## config.mk

```make
export PLATFORM = sky130hd
export DESIGN_NAME = counter_wrap_monitor
export DESIGN_NICKNAME = d
export VERILOG_FILES = /design/src/rtl/counter_wrap_monitor.sv
export SDC_FILE = /design/constraint.sdc
export NUM_CORES = 1
export LEC_CHECK = 0
export CAP_MARGIN = 10
export CORE_MARGIN = 8
export CORE_UTILIZATION = 35
export CTS_BUF_LIST = sky130_fd_sc_hd__clkbuf_4 sky130_fd_sc_hd__clkbuf_8
export DETAILED_ROUTE_END_ITERATION = 6
export PLACE_DENSITY = 0.63
export SETUP_SLACK_MARGIN = 0.3
export SYNTH_ARGS = -nofsm -noshare
export SYNTH_HDL_FRONTEND = slang
export SYNTH_SLANG_ARGS = --single-unit
export TNS_END_PERCENT = 1
```

## constraint.sdc

```tcl
create_clock -name clk -period 9.4 [get_ports clk]
set_clock_uncertainty 0.2 [all_clocks]
set_input_delay 0.94 -clock clk [delete_from_list [all_inputs] [get_ports clk]]
set_output_delay 0.94 -clock clk [all_outputs]
set_load 0.005 [all_outputs]
```

## src/rtl/counter_wrap_monitor.sv

```systemverilog
// counter_wrap_monitor
//   Watches an 8-bit accumulating counter, detects modulo-256 wrap-arounds,
//   recovers the increment that caused each wrap and timestamps it against a
//   free-running cycle counter. Wrap events are queued in a small FIFO that a
//   consumer drains with a valid/ready handshake. Events arriving while the
//   FIFO is full are dropped and reported through a sticky overflow flag.
//
// Ports
//   clk            single clock, all state on posedge
//   rst            asynchronous active-high reset
//   counter_value  sampled counter from the upstream stage
//   evt_ready      consumer accepts the head event this cycle
//   ovf_clear      synchronous clear of the sticky overflow flag
//   evt_valid      FIFO non-empty, head event presented
//   evt_timestamp  timestamp of the head event
//   evt_delta      increment that caused the head wrap
//   fifo_level     current occupancy, 0..DEPTH
//   wrap_count     total wraps detected, including dropped ones
//   overflow       sticky: at least one event was dropped
module counter_wrap_monitor #(
    parameter int DEPTH    = 4,
    parameter int TS_WIDTH = 16
) (
    input  logic                       clk,
    input  logic                       rst,
    input  logic [7:0]                 counter_value,
    input  logic                       evt_ready,
    input  logic                       ovf_clear,
    output logic                       evt_valid,
    output logic [TS_WIDTH-1:0]        evt_timestamp,
    output logic [7:0]                 evt_delta,
    output logic [$clog2(DEPTH+1)-1:0] fifo_level,
    output logic [TS_WIDTH-1:0]        wrap_count,
    output logic                       overflow
);

    localparam int PTR_W = $clog2(DEPTH);
    localparam int LVL_W = $clog2(DEPTH + 1);
    localparam logic [LVL_W-1:0] FULL_LEVEL = LVL_W'(DEPTH);

    logic [7:0]          prev_value;
    logic                prev_valid;
    logic [TS_WIDTH-1:0] ts;

    logic [TS_WIDTH-1:0] ts_mem    [DEPTH];
    logic [7:0]          delta_mem [DEPTH];
    logic [PTR_W-1:0]    wr_ptr;
    logic [PTR_W-1:0]    rd_ptr;
    logic [LVL_W-1:0]    level;

    logic       wrap;
    logic [7:0] delta;
    logic       pop;
    logic       push;
    logic       drop;

    // A wrap is a step backwards in unsigned terms; the modular difference is
    // then exactly the increment that carried the counter past 255.
    always_comb begin
        wrap  = prev_valid && (counter_value < prev_value);
        delta = counter_value - prev_value;
        pop   = evt_valid && evt_ready;
        // A pop on the same edge frees a slot, so a full FIFO still accepts.
        push  = wrap && ((level != FULL_LEVEL) || pop);
        drop  = wrap && (level == FULL_LEVEL) && !pop;
    end

    // NOTE: sequential state uses non-blocking assignments so every register
    // sees the pre-edge values of the others, independent of statement order.
    always_ff @(posedge clk or posedge rst) begin
        if (rst) begin
            prev_value <= '0;
            prev_valid <= 1'b0;
            ts         <= '0;
            wrap_count <= '0;
            overflow   <= 1'b0;
        end else begin
            prev_value <= counter_value;
            prev_valid <= 1'b1;
            ts         <= ts + TS_WIDTH'(1);
            if (wrap) begin
                wrap_count <= wrap_count + TS_WIDTH'(1);
            end
            // A drop outranks a clear on the same edge so no loss goes unseen.
            if (drop) begin
                overflow <= 1'b1;
            end else if (ovf_clear) begin
                overflow <= 1'b0;
            end
        end
    end

    // NOTE: the storage array is reset because the head outputs read it
    // directly and must show zero after reset; at this depth the cost is tiny.
    always_ff @(posedge clk or posedge rst) begin
        if (rst) begin
            for (int i = 0; i < DEPTH; i++) begin
                ts_mem[i]    <= '0;
                delta_mem[i] <= '0;
            end
            wr_ptr <= '0;
            rd_ptr <= '0;
            level  <= '0;
        end else begin
            if (push) begin
                ts_mem[wr_ptr]    <= ts;
                delta_mem[wr_ptr] <= delta;
                wr_ptr            <= wr_ptr + PTR_W'(1);
            end
            if (pop) begin
                rd_ptr <= rd_ptr + PTR_W'(1);
            end
            case ({push, pop})
                2'b10:   level <= level + LVL_W'(1);
                2'b01:   level <= level - LVL_W'(1);
                default: level <= level;
            endcase
        end
    end

    assign evt_valid     = (level != '0);
    assign evt_timestamp = ts_mem[rd_ptr];
    assign evt_delta     = delta_mem[rd_ptr];
    assign fifo_level    = level;

endmodule

```

* Word-level counts from Yosys, hierarchy flattened
Cells that the tools add are included.
** Storage, ports and cells
- Memory bits (writable) :: 0
- Bits in latches :: 0
- Memories :: 0
- Logic and storage cells :: 59
- Input bits :: 12
- Bits in read-only memories :: 0
- Register bits :: 145
** Cells by class
- Bitwise gates (word level) :: 2
- Shift-type cells :: 0
- Order comparisons :: 4
- Div/mod/pow operators :: 0
- Muxes and demuxes :: 15
- Reduce and logical (&&, ||, !) cells :: 11
- Equal/unequal tests :: 4
- Add/subtract/negate cells :: 7
- Multipliers :: 0
** Operator list (number)
- 64-bit bitwise mux :: 1
- 16-bit 2-to-1 mux :: 3
- 16-bit by 1-bit adder with 16-bit output, second input constant :: 2
- 16-bit binary-select mux with 2-bit select :: 1
- 32-bit bitwise mux :: 1
- 16-bit demux with 2-bit select :: 1
- 8-bit 2-to-1 mux :: 3
- 8-bit binary-select mux with 2-bit select :: 1
- 8-bit demux with 2-bit select :: 1
- 8-bit < comparator :: 1
- 8-bit subtractor :: 1
- 3-bit greater-or-equal comparator, second input constant :: 2
- 1-bit logical AND :: 6
- 2-bit inverter with 3-bit output :: 2
- 3-bit one-hot mux with 2 select lines :: 1
- 2-bit by 1-bit adder with 2-bit output, second input constant :: 2
- 2-bit nonzero test :: 2
- 3-bit by 1-bit adder with 3-bit output, second input constant :: 1
- 3-bit equality test, second input constant :: 1
- 3-bit by 1-bit < comparator with 1-bit output, second input constant :: 1
- 3-bit inequality test, second input constant :: 1
- 3-bit nonzero test :: 1
- 3-bit by 1-bit subtractor with 3-bit output, second input constant :: 1
- 2-bit by 1-bit equality test with 1-bit output, second input constant :: 1
- other kinds (4) :: 5

* Logic depth before layout (Yosys ltp)
Gate-level depths: netlist (run 1).
- Word-level depth :: 6
- Gate-level depth with buffers :: 12
- Depth with buffers taken out :: 11

* Least setup slack after synthesis (run 1)
Ideal clock, no wire load.
- Path kind :: input-to-reg
- Start point :: input port counter_value[0]
- End point :: register level[2], in the netlist fifo_level[2]
- Slack :: 5932 ps
- Stages :: 12
- Data arrival time :: 3136 ps
- Path buffers :: 1
- Cell sequence :: inv_1 -> ha_1 -> fa_1 -> nand2b_1 -> a21oi_1 -> o21ai_1 -> buf_2 -> nor2_1 -> fa_1 -> and4b_1 -> a221oi_1 -> a211oi_1
** On the way
- Cells in the longest elaborated chain, start to end :: 5
- Elaborated cells between the ends (all ways) :: 7
- Classes of those cells :: order compare: 1; eq/ne: 2; mux: 1; reduce/logical: 3
** Ends and longest elaborated chain
- from (decl) :: RTL line 26 : input logic [7:0] counter_value,
- 8-bit < comparator * :: RTL line 60 : wrap = prev_valid && (counter_value < prev_value);
- 1-bit logical AND * :: RTL line 60
- 1-bit logical AND * :: RTL line 64 : push = wrap && ((level != FULL_LEVEL) || pop);
- 2-bit by 1-bit equality test with 1-bit output / 2-bit equality test (equally long branches) :: RTL line 113 : case ({push, pop})
- 3-bit one-hot mux with 2 select lines / 2-bit nonzero test (equally long branches)
- to (signal assigned) :: RTL line 114 : 2'b10: level <= level + LVL_W'(1);
- to (signal assigned) :: RTL line 115 : 2'b01: level <= level - LVL_W'(1);
- to (signal assigned) :: RTL line 116 : default: level <= level;
- to (decl) :: RTL line 49 : logic [LVL_W-1:0] level;
Every way passes the cells marked *; elsewhere a longest branch is shown, timed or not.
A chain may end at the register's enable or synchronous reset.

* Final worst setup path (run 1)
- Start point :: register rd_ptr[0]
- End point :: output port evt_timestamp[15]
** On the way
- Cells in the longest elaborated chain, start to end :: 4
** Ends and longest elaborated chain
- from (decl) :: RTL line 48 : logic [PTR_W-1:0] rd_ptr;
- from (signal assigned) :: RTL line 111 : rd_ptr <= rd_ptr + PTR_W'(1);
- 2-bit inverter with 3-bit output (implied by the code) :: RTL line 122 : assign evt_timestamp = ts_mem[rd_ptr];
- 16-bit binary-select mux with 2-bit select :: RTL line 122
- 16-bit 2-to-1 mux (implied by the code) (2 in a row) :: RTL line 122
- to (decl) :: RTL line 30 : output logic [TS_WIDTH-1:0] evt_timestamp,
No other way between the ends. The select of a mux whose other input is x is not followed.

==> results of run 1 <==
==> sequential cells by signal, indices dropped and copies added, names as in the netlist <==
signal	count
wr_ptr	2
prev_value	8
wrap_count	16
fifo_level	3
prev_valid	1
ts	16
rd_ptr	2
delta_mem	32
overflow	1
ts_mem	64
==> critical path, cell delays in order, from the launching register on <==
cell             delay [ns]
dfrtp_1                0.78
buf_4                  0.45
mux4_2                 0.59
clkdlybuf4s50_1        0.47
==> metrics by stage <==
| step | util | instances |
|---|---|---|
| 2_1_floorplan | - | 470 |
| 4_1_cts | 0.414 | 804 |
| 6_report | 0.414 | 804 |
| 5_1_grt | 0.414 | 804 |
| 3_3_place_gp | 0.393 | 773 |
| 3_5_place_dp | 0.393 | 773 |
==> power breakdown <==
part | switching (uW) | leakage [uW] | internal [uW]
combinational | 293 | 0.00156 | 501
clock | 229 | 0.000204 | 276
sequential | 126 | 0.00183 | 775
total | 647 | 0.00360 | 1550
==> final timing paths <==
kind                                               to  cells after the start  slack, ns                  startpoint
min in group asynchronous      ts_mem[21]$_DFFE_PP0P_                      2       0.86                         rst
setup reg to reg            fifo_level[2]$_DFFE_PP0P_                     11       6.35     prev_value[0]$_DFF_PP0_
hold reg to reg            wrap_count[15]$_DFFE_PP0P_                      1       0.27  wrap_count[15]$_DFFE_PP0P_
hold / removal             wrap_count[15]$_DFFE_PP0P_                      1       0.27  wrap_count[15]$_DFFE_PP0P_
max in group asynchronous  wrap_count[14]$_DFFE_PP0P_                      3       6.92                         rst
setup / recovery                    evt_timestamp[15]                      3       5.54       rd_ptr[0]$_DFFE_PP0N_
==> cell type report <==
cell class / count / area, um^2
Fill cell: 1817 / 11500
Timing Repair Buffer: 64 / 621
Sequential cell: 145 / 3630
Clock inverter: 11 / 138
Multi-Input combinational cell: 277 / 3040
Tap cell: 265 / 332
Inverter: 22 / 87.6
Clock buffer: 20 / 269
==> cell usage after synthesis (2+ instances only) <==
cell type / count / area (um^2)
inv_1: 22 / 82.6
nor3_1: 2 / 10.0
nor2b_1: 2 / 12.5
mux2i_1: 8 / 80.1
and2_1: 2 / 12.5
nor2_1: 7 / 26.3
nand3_1: 14 / 70.1
xor2_1: 4 / 35.0
o211ai_1: 2 / 15.0
ha_1: 14 / 175
a21oi_1: 6 / 30.0
buf_12: 8 / 160
buf_6: 4 / 45.0
and4_1: 3 / 26.3
mux4_2: 24 / 541
mux2_4: 72 / 1080
a211oi_1: 2 / 15.0
o21ai_0: 2 / 10.0
buf_2: 5 / 25.0
dfrtp_1: 145 / 3630
nand4_1: 9 / 56.3
and3_1: 10 / 62.6
nand2_1: 17 / 63.8
fa_1: 2 / 40.0
mux2_2: 17 / 191
clkbuf_1: 9 / 33.8
xnor2_1: 34 / 298
nand2b_1: 4 / 25.0
==> cell families after synthesis <==
logic type / Yosys count / synth area share
AOI/OAI and AO/OA: 24 / 0.0239
xor gates and xnor gates: 38 / 0.0475
adders and majority gates: 16 / 0.0307
buffers and inverters: 48 / 0.0494
DFF: 145 / 0.518
muxes: 121 / 0.270
other: 1 / 0.000535
and+or+nand+nor: 77 / 0.0603
==> layout by cell type (no fill, tap or decap), drive strengths merged, types with 4 or more instances in the layout <==
cell	count
nand2b	4
clkdlybuf4s50	56
xnor2	34
mux2i	8
a21oi	6
xor2	4
mux2	89
inv	22
nand3	14
clkinv	5
ha	14
dfrtp	145
nor2	7
nand2	17
clkbuf	20
and3	10
and4	4
buf	8
mux4	24
nand4	9
==> per-layer routing <==
layer	wire, um	share of wire	GRT usage
met5	0	0	0
met2	6600	0.48	0.195
met3	526	0.038	0.0376
met1	6660	0.48	0.158
met4	105	0.0076	0.0299
==> impl_metrics.py, run 1 <==
metrics = {
    "sta": {
        "finalSetupViolations": 0,
        "tightest_slew_ns": 0.845,
        "hold_ws_ns": 0.273,
        "slew_headroom": 0.436,
        "fmax_mhz": 259,
        "setup_ws_ns": 5.54,
        "fin_setup_tns_ns": 0,
        "period_minus_slack_ns": 3.86,
        "slew_violations": 0,
        "hold_violations": 0,
        "period_share": 0.411,
        "rsz0062_at_grt": "false",
    },
    "synthesis": {
        "synth-seq-cells": 145,
        "yosysWarnings": 0,
        "ys_seq_area_frac": 0.518,
        "avgSynthCellArea_um2": 14.9,
        "synth_edf_count": 0,
        "synth.cell_area_um2": 7010,
        "postSynthCellCount": 470,
        "synth_ff_type": "dfrtp_1",
        "synthDistinctLibCells": 48,
        "async_reset_ff_frac": 1.00,
        "synthesis.nets": 498,
    },
    "grt": {
        "overflow": 0,
        "grt_pass1_wl_um": 23500,
        "grtUsageTotal": 0.122,
        "antenna_found_initial": 0,
        "grt_pass1_vias": 4299,
        "grt_max_degree": 97,
    },
    "worst_setup_path": {
        "cp-end-kind": "output port",
        "arrival_ns": 2.72,
        "cp.required_ns": 8.26,
        "start_kind": "register",
        "crit_fanout": 16,
        "path_class": "reg2out",
    },
    "clocking": {
        "clk_path_buf_depth": 2,
        "clk_pin_slew_ns": 0.07,
        "post_cts_buffers": 0,
        "cts_made_buffers": 17,
        "numClockSinks": 145,
        "cts_root_buf": "clkbuf_8",
        "tritoncts": "yes",
        "cts_hold_buf": 0,
        "cts_resized": 0,
        "worst_skew_pair.late_latency_ns": 0.43,
        "cts_max_level": 4,
    },
    "floorplanning": {
        "initial_core_util": 0.358,
        "io-pin-count": 57,
        "core-area_um2": 19600,
        "die_x_um": 158,
        "fp.dieH_um": 158,
        "rows": 51,
        "die_area_um2": 24800,
    },
    "place": {
        "gp_congestion": 0.728,
        "pre_cts_ws_ns": 5.23,
        "post_dp_cell_area_um2": 7700,
        "portBuffers": 56,
        "hpwl_um": 9020,
    },
    "routing": {
        "via_per_inst": 4.84,
        "postRouteAntennaNets": 0,
        "drt_iter0_markers": 174,
        "drt-total-wl_um": 13900,
        "num_vias": 3891,
        "drcViolationCount": 0,
        "dr.pass1.iters": 4,
        "wl_per_cell_um": 17.3,
    },
    "final_layout": {
        "final_area_um2": 8110,
        "n_antenna_cell": 0,
        "drive_gt1_frac": 0.295,
        "nNetsFinal": 555,
        "syn_to_final_growth_pct": 15.7,
    },
    "power": {
        "ir_worst_vdd_mv": 0.151,
        "power.total_uw": 2200,
        "power.leakage_uw": 0.00360,
        "powerDensity_nw_per_um2": 271,
    },
    "outcome": {
        "outcome": "finished clean",
    },
    "run": {
        "maxCapViolations": 0,
    },
    "worst_hold_path": {
        "hold_class": "reg2reg",
    },
}
No activity file was read; power rests on OpenSTA's default activity.
==> run 2, diff against run 1 <==
--- a/config.mk
+++ b/config.mk
@@ -10,7 +10,7 @@
 export CORE_UTILIZATION = 35
 export CTS_BUF_LIST = sky130_fd_sc_hd__clkbuf_4 sky130_fd_sc_hd__clkbuf_8
 export DETAILED_ROUTE_END_ITERATION = 6
-export PLACE_DENSITY = 0.63
+export PLACE_DENSITY = 0.65
 export SETUP_SLACK_MARGIN = 0.3
 export SYNTH_ARGS = -nofsm -noshare
 export SYNTH_HDL_FRONTEND = slang
==> constraint.sdc (replaced) <==
create_clock -name clk -period 3.4 [get_ports clk]
set_clock_uncertainty 0.2 [all_clocks]
set_input_delay 0.34 -clock clk [delete_from_list [all_inputs] [get_ports clk]]
set_output_delay 0.34 -clock clk [all_outputs]
set_load 0.005 [all_outputs]
==> impl_metrics.py, run 2 (synthesized netlist as in run 1, its figures left out) <==
metrics = {
    "routing": {
        "postRouteAntennaNets": 0,
        "via_per_inst": 4.79,
        "drt-total-wl_um": 13800,
        "dr.pass1.iters": 4,
        "drcViolationCount": 0,
        "num_vias": 3887,
        "drt_iter0_markers": 179,
        "wl_per_cell_um": 17.0,
    },
    "place": {
        "gp_congestion": 0.745,
        "hpwl_um": 9340,
        "portBuffers": 56,
    },
    "sta": {
        "rsz0062_at_grt": "false",
        "slew_violations": 0,
        "finalSetupViolations": 0,
        "fin_setup_tns_ns": 0,
        "hold_ws_ns": 0.0548,
        "period_minus_slack_ns": 2.91,
        "period_share": 0.857,
        "hold_violations": 0,
        "fmax_mhz": 343,
    },
    "final_layout": {
        "seq_area_um2": 3630,
        "final_cell_mix": "144 x dfrtp_1, 72 x mux2_4, 56 x clkdlybuf4s50_1",
        "final_common_cell": "dfrtp_1",
        "final_util": 0.422,
        "multi_input_area_um2": 3040,
        "n_antenna_cell": 0,
        "reg_top3": "ts_mem (64), delta_mem (32)",
        "syn_to_final_growth_pct": 18.1,
        "nNetsFinal": 562,
        "drive_gt1_frac": 0.306,
        "top_register": "ts_mem",
        "largest_reg_flops": 64,
        "nFillCells": 1782,
    },
    "clocking": {
        "cts_root_buf": "clkbuf_8",
        "cts_hold_buf": 0,
        "tritoncts": "yes",
        "worst_skew_pair.late_latency_ns": 0.44,
        "cts_made_buffers": 17,
        "cts_max_level": 4,
        "clk_pin_slew_ns": 0.08,
        "clk_path_buf_depth": 2,
        "numClockSinks": 145,
    },
    "power": {
        "combPwrFrac": 0.359,
        "p_switching_uw": 1810,
        "p_sw_frac": 0.288,
        "ir_worst_vdd_mv": 0.529,
        "seq_power_share": 0.397,
        "powerDensity_nw_per_um2": 758,
        "power_frac_clock": 0.244,
        "p_int_uw": 4470,
        "power.leakage_uw": 0.00367,
    },
    "floorplanning": {
        "die_area_um2": 24800,
        "initial_core_util": 0.358,
        "core-area_um2": 19600,
        "io-pin-count": 57,
        "fp.dieH_um": 158,
        "rows": 51,
        "die_x_um": 158,
    },
    "worst_setup_path": {
        "cp.required_ns": 2.86,
        "r2r_slack_ns": 0.65,
        "path_class": "reg2out",
        "cp-end-kind": "output port",
        "arrival_ns": 2.37,
        "regToRegStartpoint": "prev_value[0]$_DFF_PP0_",
        "start_kind": "register",
        "crit_fanout": 14,
        "cp-startpoint": "rd_ptr[0]$_DFFE_PP0N_",
    },
    "worst_hold_path": {
        "hold_class": "in2async",
    },
    "run": {
        "maxCapViolations": 0,
    },
    "grt": {
        "grt_pass1_vias": 4352,
        "grt_pass1_wl_um": 23100,
        "grtUsageTotal": 0.121,
        "grt_max_degree": 54,
        "antenna_found_initial": 0,
        "overflow": 0,
    },
    "outcome": {
        "outcome": "finished clean",
    },
}
==> run 2: cell count changes in the layout (fill, tap and decap cells not counted), moves of 2 or more <==
cell and delta:
clkinv_2 -5, buf_4 +2, clkbuf_8 +2, buf_12 +5
==> run 2: critical path, cell delays in order (launching register included) <==
cell	delay, ns
dfrtp_4	0.60
buf_4	0.29
mux4_2	0.56
clkdlybuf4s50_1	0.48
==> run 2: through the flow <==
step / instance area (um^2) / total power (uW) / setup slack (ns) / instances
6_report: 8280 / 6280 / 0.487 / 811
5_1_grt: 8280 / 6640 / 0.353 / 811
4_1_cts: 8270 / 6390 / 0.309 / 811
3_5_place_dp: 7820 / 4820 / 0.0900 / 780
3_3_place_gp: 7820 / 4730 / 0.139 / 780
2_1_floorplan: 7010 / 3990 / 0.532 / 470
==> run 2: layout make-up <==
type | count | share of cell area
flip-flops and latches | 145 | 0.439
multi-input cells | 277 | 0.367
repair buffers | 71 | 0.0889
well taps | 265 | 0.0401
clock buffers | 23 | 0.0367
inverters | 22 | 0.0104
clock inverters | 8 | 0.0183
==> run 2: repair_timing <==
| item | in CTS | in global routing |
|---|---|---|
| setup endpoints to repair | 0 | 9 |
| setup buffers | 0 | 0 |
| gates resized for setup | 0 | 1 |
==> run 2: worst paths after layout <==
kind,endpoint,cells after the start
max,evt_timestamp[15],3
min in group clk,prev_value[0]$_DFF_PP0_,1
min reg2reg,wrap_count[15]$_DFFE_PP0P_,1
max in group asynchronous,rd_ptr[0]$_DFFE_PP0N_,3
max reg2reg,delta_mem[11]$_DFFE_PP0P_,9
min,ts_mem[0]$_DFFE_PP0P_,2
==> run 2: metal layers <==
metal | wire, um | GRT usage | up-vias
li1 | - | - | 1789
met1 | 6410 | 0.153 | 2029
met2 | 6660 | 0.195 | 61
met3 | 615 | 0.0373 | 8
met4 | 102 | 0.0363 | 0
met5 | 0 | 0 | -
==> run 2: power by group through the flow <==
stage	clock network [uW]	logic (uW)	registers, uW
floorplan	0	1630	2370
global placement	0	2250	2480
detailed placement	0	2300	2510
CTS	1580	2320	2490
global route	1650	2440	2550
finish	1530	2250	2490
==> RTL change 1: new RTL, flow settings as in run 2 <==
`DEPTH`: 4 -> 8.
--- a/src/rtl/counter_wrap_monitor.sv
+++ b/src/rtl/counter_wrap_monitor.sv
@@ -18,7 +18,7 @@
 //   wrap_count     total wraps detected, including dropped ones
 //   overflow       sticky: at least one event was dropped
 module counter_wrap_monitor #(
-    parameter int DEPTH    = 4,
+    parameter int DEPTH    = 8,
     parameter int TS_WIDTH = 16
 ) (
     input  logic                       clk,
Ports: changed (resized fifo_level); port bits go from 57 to 58. The function was not compared with the original's and may differ.
==> RTL change 1 against run 2 <==
Critical path type unchanged; setup slack worse by 170 ps; final cell count up 61%; synthesized area up 60%; clock power up 83%; routed wire length up 73%; die area up 54%; total power up 73%; core utilization up 0.38 points; sequential cell count up 99; final area up 63%.
==> RTL change 1: results (changes against run 2) <==
| Metric | Value |
|---|---|
| Status | finished, final reports clean (unchanged) |
| Sequential logic power | 4170 uW (was 2490 uW) |
| Switching part of the total | 0.2970 (was 0.2881) |
| Worst vdd ir | 0.3687 mV (was 0.5291 mV) |
| Syn Nets | 811 (was 498) |
| H-tree Lvls | 2 (was 4) |
| Area after DPL | 0.01242 mm^2 (was 0.007819 mm^2) |
| Post-synthesis adder-cell area fraction | 0.01914 (was 0.03070) |
| Fin crit share | 0.9062 (was 0.8566) |
| Hpwl dp | 14,480 um (was 9345 um) |
| Post-synth top cells | dfrtp_1 (244), mux2_2 (163), nand2_1 (50) (was dfrtp_1 (145), mux2_4 (72), xnor2_1 (34)) |
| Worst R2R Path Depth | 12 (was 9) |
| Compound-Gate Fraction of Synth Area | 0.02459 (was 0.02392) |
| Routed len/inst | 18.34 um (was 17.00 um) |
| Clock slew at reported path FFs | 60 ps (was 80 ps) |
| CP Launch Point | rd_ptr[0] (unchanged) |
| Met1 Use GR | 0.1770 (was 0.1530) |
| DR iter-0 viols | 327 (was 179) |
| Power Internal | 7625 uW (was 4469 uW) |
| TritonCTS buffer count | 42 (was 17) |
| R2R Path End | fifo_level[3] (was delta_mem[11]) |
| Reg2Reg Setup Slack | 360 ps (was 650 ps) |
| Multiplexer share of the synthesized area | 0.2929 (was 0.2700) |
| Worst hold path depth | 1 |
| Worst hold path class | in2reg (was in2async) |
| Met3 Use GR | 0.02356 (was 0.03729) |
| Global placer's final weighted congestion | 0.7385 (was 0.7452) |
| Leakage | 0.006190 uW (was 0.003669 uW) |
| Synth cell types | 47 (was 48) |
| Max FO, Critical Path | 4 (was 14) |
| Share of cells above drive strength 1 | 0.3984 (was 0.3059) |
| Worst-Skew Late Latency | 530 ps (was 440 ps) |
| Via count | 6,541 (was 3,887) |
| Final #Nets | 898 (was 562) |
| Pre-CTS setup slack | -309.6 ps (was 89.99 ps) |
| Critical path data arrival time | 2540 ps (was 2370 ps) |
| Xor and xnor area share after synthesis | 0.03272 (was 0.04747) |
| Vias in the first global route | 6,897 (was 4,352) |
| Pin count of the biggest net entering global routing | 75 (was 54) |
| Longest Clk Path Bufs | 3 (was 2) |
| Clock network power share | 0.259 (was 0.244) |
| Count of buffers from port buffering | 57 (was 56) |
| Largest regs | ts_mem x128, delta_mem x64 (was ts_mem x64, delta_mem x32) |
| Met2 Resource Use GR | 0.2029 (was 0.1951) |
| Top post-synthesis cells by area | dfrtp_1 (54%), mux2_2 (16%), mux4_2 (9.6%) (was dfrtp_1 (52%), mux2_4 (15%), mux4_2 (7.7%)) |
| Worst Hold Endpoint | prev_value[3] |
| Tot GR Track Use | 0.1280 (was 0.1209) |
| First-pass GRT wire length | 39,440 um (was 23,150 um) |
[RTL change 1: cell types whose count changed in the layout (fill, tap and decap cells not counted), sizes merged, moves of 4 or more]
cell,change
o21ai,+29
buf,+21
nand4,+5
nor2,+13
mux2,+94
and3,-4
clkbuf,+48
dfrtp,+99
nand2,+33
mux4,+24
xor2,+7
[RTL change 1: logic make-up (layout without fill, tap and decap cells)]
family,count (synthesis),count (layout)
AO/OA/AOI/OAI,46,46
XOR/XNOR,42,42
adder cells (fa/ha/maj),16,16
buffers and inverters,77,195
flip-flops,244,244
multiplexers,239,239
other,1,1
AND/OR/NAND/NOR,118,118
[RTL change 1: repair_timing]
action | in CTS | in global routing
resized for setup | 2 | 5
cloned | 0 | 2
hold buffers | 1 | 0
setup buffers | 5 | 3
pin swaps | 1 | 1
hold endpoints to repair | 14 | 0
endpoints found under the setup margin | 25 | 24
[RTL change 1: critical path, cell delays in order (launching register included)]
cell and delay (ps):
dfrtp_4 420, buf_4 180, buf_4 140, mux4_2 490, mux2_2 310, clkdlybuf4s50_1 460
[RTL change 1: metrics by stage]
step | hold slack [ps] | cells
after floorplan | 171.4 | 783
after global placement | 258.3 | 1217
after detailed placement | 269.1 | 1217
after CTS | 56.28 | 1298
after global routing | 69.10 | 1303
final | 84.33 | 1303
[RTL change 1: metal layers]
metal  part of all wire  wire [um]
met1               0.47      11270
met5                  0          0
met2               0.47      11310
met4              0.019        454
met3              0.036        855
[RTL change 1: area by class of cell]
cell class / instances / area (um^2)
fill: 2872 / 18150
multi-input combinational: 462 / 4783
timing repair buffer: 96 / 1086
inverter: 24 / 93.84
sequential: 244 / 6113
tap: 402 / 503.0
clock inverter: 6 / 57.56
clock buffer: 69 / 849.6
==> RTL change 2: new RTL, config.mk and constraints of run 2 <==
Made on the original files. Register the output `overflow` once more, with the module's reset; this adds one clock of latency there. The other outputs are not delayed to match.
--- a/src/rtl/counter_wrap_monitor.sv
+++ b/src/rtl/counter_wrap_monitor.sv
@@ -38,6 +38,8 @@
     localparam int LVL_W = $clog2(DEPTH + 1);
     localparam logic [LVL_W-1:0] FULL_LEVEL = LVL_W'(DEPTH);
 
+    logic overflow_s0;
+
     logic [7:0]          prev_value;
     logic                prev_valid;
     logic [TS_WIDTH-1:0] ts;
@@ -73,7 +75,7 @@
             prev_valid <= 1'b0;
             ts         <= '0;
             wrap_count <= '0;
-            overflow   <= 1'b0;
+            overflow_s0 <= 1'b0;
         end else begin
             prev_value <= counter_value;
             prev_valid <= 1'b1;
@@ -83,9 +85,9 @@
             end
             // A drop outranks a clear on the same edge so no loss goes unseen.
             if (drop) begin
-                overflow <= 1'b1;
+                overflow_s0 <= 1'b1;
             end else if (ovf_clear) begin
-                overflow <= 1'b0;
+                overflow_s0 <= 1'b0;
             end
         end
     end
@@ -123,5 +125,13 @@
     assign evt_delta     = delta_mem[rd_ptr];
     assign fifo_level    = level;
 
+    always_ff @(posedge clk or posedge rst) begin
+        if (rst) begin
+            overflow <= '0;
+        end else begin
+            overflow <= overflow_s0;
+        end
+    end
+
 endmodule
 
Formal check against the unedited RTL: not equivalent (Yosys sat finds a counterexample within 10 cycles, from zero or initial values and one cycle with rst high).
==> RTL change 2 against run 2 <==
Final area is 0.39% higher; routed wire length hardly changed; total power is 1.4% higher; setup slack worse by 9.7 ps; sequential cell count is 1 higher; clock power is 3% higher; synthesized area is 0.36% higher; core utilization is 0.65 points lower; critical endpoint is now evt_delta[7].
==> RTL change 2: results (changes against run 2) <==
| Metric | Value |
|---|---|
| Status | finished, final reports clean (unchanged) |
| DRC viols | 0 (unchanged) |
| Register area share after synthesis | 0.5193 (was 0.5176) |
| Vias in the first global route | 4,240 (was 4,352) |
| First-pass DRT Iterations | 4 (unchanged) |
| Worst R2R Path Depth | 9 (unchanged) |
| Root Driver | clkbuf_8 (unchanged) |
| Initial antenna violation count | 0 (unchanged) |
| Synth cell types | 48 (unchanged) |
| Worst r2r src | prev_value[0] (unchanged) |
| Post-synth top cells | dfrtp_1 (146), mux2_4 (72), xnor2_1 (34) (was dfrtp_1 (145), mux2_4 (72), xnor2_1 (34)) |
| Count of buffers from port buffering | 56 (unchanged) |
| Pin count of the biggest net entering global routing | 89 (was 54) |
| H-tree Lvls | 4 (unchanged) |
| Leakage | 0.003673 uW (was 0.003669 uW) |
| Slowest CP cell | dfrtp_2 (was dfrtp_4) |
| Critical path's top delay family | buffers and inverters (unchanged) |
| Tot GR Track Use | 0.1195 (was 0.1209) |
| Pre-CTS setup slack | 95.89 ps (was 89.99 ps) |
| ANT cells | 0 (unchanged) |
| Critical path data arrival time | ~2400 ps |
| TritonCTS buffer count | 17 (unchanged) |
| Reg2Reg Setup Slack | 630 ps (was 650 ps) |
| Syn Nets | 499 (was 498) |
| Hpwl dp | 9434 um (was 9345 um) |
| Global placer's final weighted congestion | 0.7366 (was 0.7452) |
| First-pass GRT wire length | 22,970 um (was 23,150 um) |
| Max FO, Critical Path | 15 (was 14) |
| Synth warn | 0 (unchanged) |
| Worst vdd ir | 0.3718 mV (was 0.5291 mV) |
| Final #Nets | 560 (was 562) |
| Worst hold path class | in2async (unchanged) |
| Routed len/inst | 16.91 um (was 17.00 um) |
| Share of cells above drive strength 1 | 0.3028 (was 0.3059) |
| Top post-synthesis cells by area | dfrtp_1 (52%), mux2_4 (15%), mux4_2 (7.7%) (unchanged) |
| R2R Path End | delta_mem[21] (was delta_mem[11]) |
| DR iter-0 viols | 148 (was 179) |
| Vias per inst | 4.774 (was 4.793) |
| Fin. Hold Viols | 0 (unchanged) |
| Worst path max stage delay | 640 ps (was 600 ps) |
==> RTL change 2: cell types whose count changed after synthesis, sizes merged <==
| cell | delta |
|---|---|
| dfrtp | +1 |
==> RTL change 2: cells by family after synthesis <==
| logic type | share of synthesized area |
|---|---|
| flops | 0.5193 |
| mux | 0.2691 |
| simple gates | 0.06011 |
| buf+inv | 0.04926 |
| xor+xnor | 0.04731 |
| compound gates | 0.02383 |
| fa+ha+maj | 0.03059 |
| other cells | 0.0005330 |
==> RTL change 2: report_power, final <==
group | total [uW] | internal [uW] | switching [uW]
combinational | 2250 | 1440 | 808
sequential | 2530 | 2160 | 373
clock | 1580 | 912 | 670
total | 6370 | 4520 | 1850
==> RTL change 2: stage by stage <==
step | instances | area, um^2 | hold slack [ps] | utilization
6_report | 815 | 8309 | 175.1 | 0.4160
3_3_place_gp | 783 | 7840 | 161.0 | 0.3925
2_1_floorplan | 471 | 7039 | 153.7 | -
3_5_place_dp | 783 | 7840 | 168.2 | 0.3925
5_1_grt | 815 | 8309 | 149.9 | 0.4160
4_1_cts | 815 | 8309 | 143.3 | 0.4160
==> RTL change 2: area by class of cell <==
type	count	area (um^2)
Tap cell	270	337.8
Clock inverter	13	207.7
Clock buffer	19	261.5
Sequential cell	146	3655
Fill cell	1832	11660
Timing Repair Buffer	68	725.7
Multi-Input combinational cell	277	3035
Inverter	22	86.33
==> RTL change 2: metal layers <==
metal	share of wire	global-route usage
met1	0.47	0.1515
met2	0.48	0.1922
met5	0	0
met3	0.044	0.03713
met4	0.010	0.03581
==> RTL change 2: worst min-delay path, cell delays in order <==
cell             delay, ps
clkdlybuf4s50_1        440
clkinvlp_4             110
buf_12                 360
==> RTL change 2: how the worst max path moves through the flow <==
stage	from	end	slack, ps	cells after the start
after floorplan	counter_value[0]	fifo_level[2]	530	12
after CTS	rd_ptr[0]	evt_timestamp[1]	390	3
after global placement	counter_value[0]	ts_mem[48]	160	11
after global routing	rd_ptr[0]	evt_delta[5]	310	3
after detailed placement	counter_value[0]	ts_mem[38]	100	11
final	rd_ptr[0]	evt_delta[7]	480	3
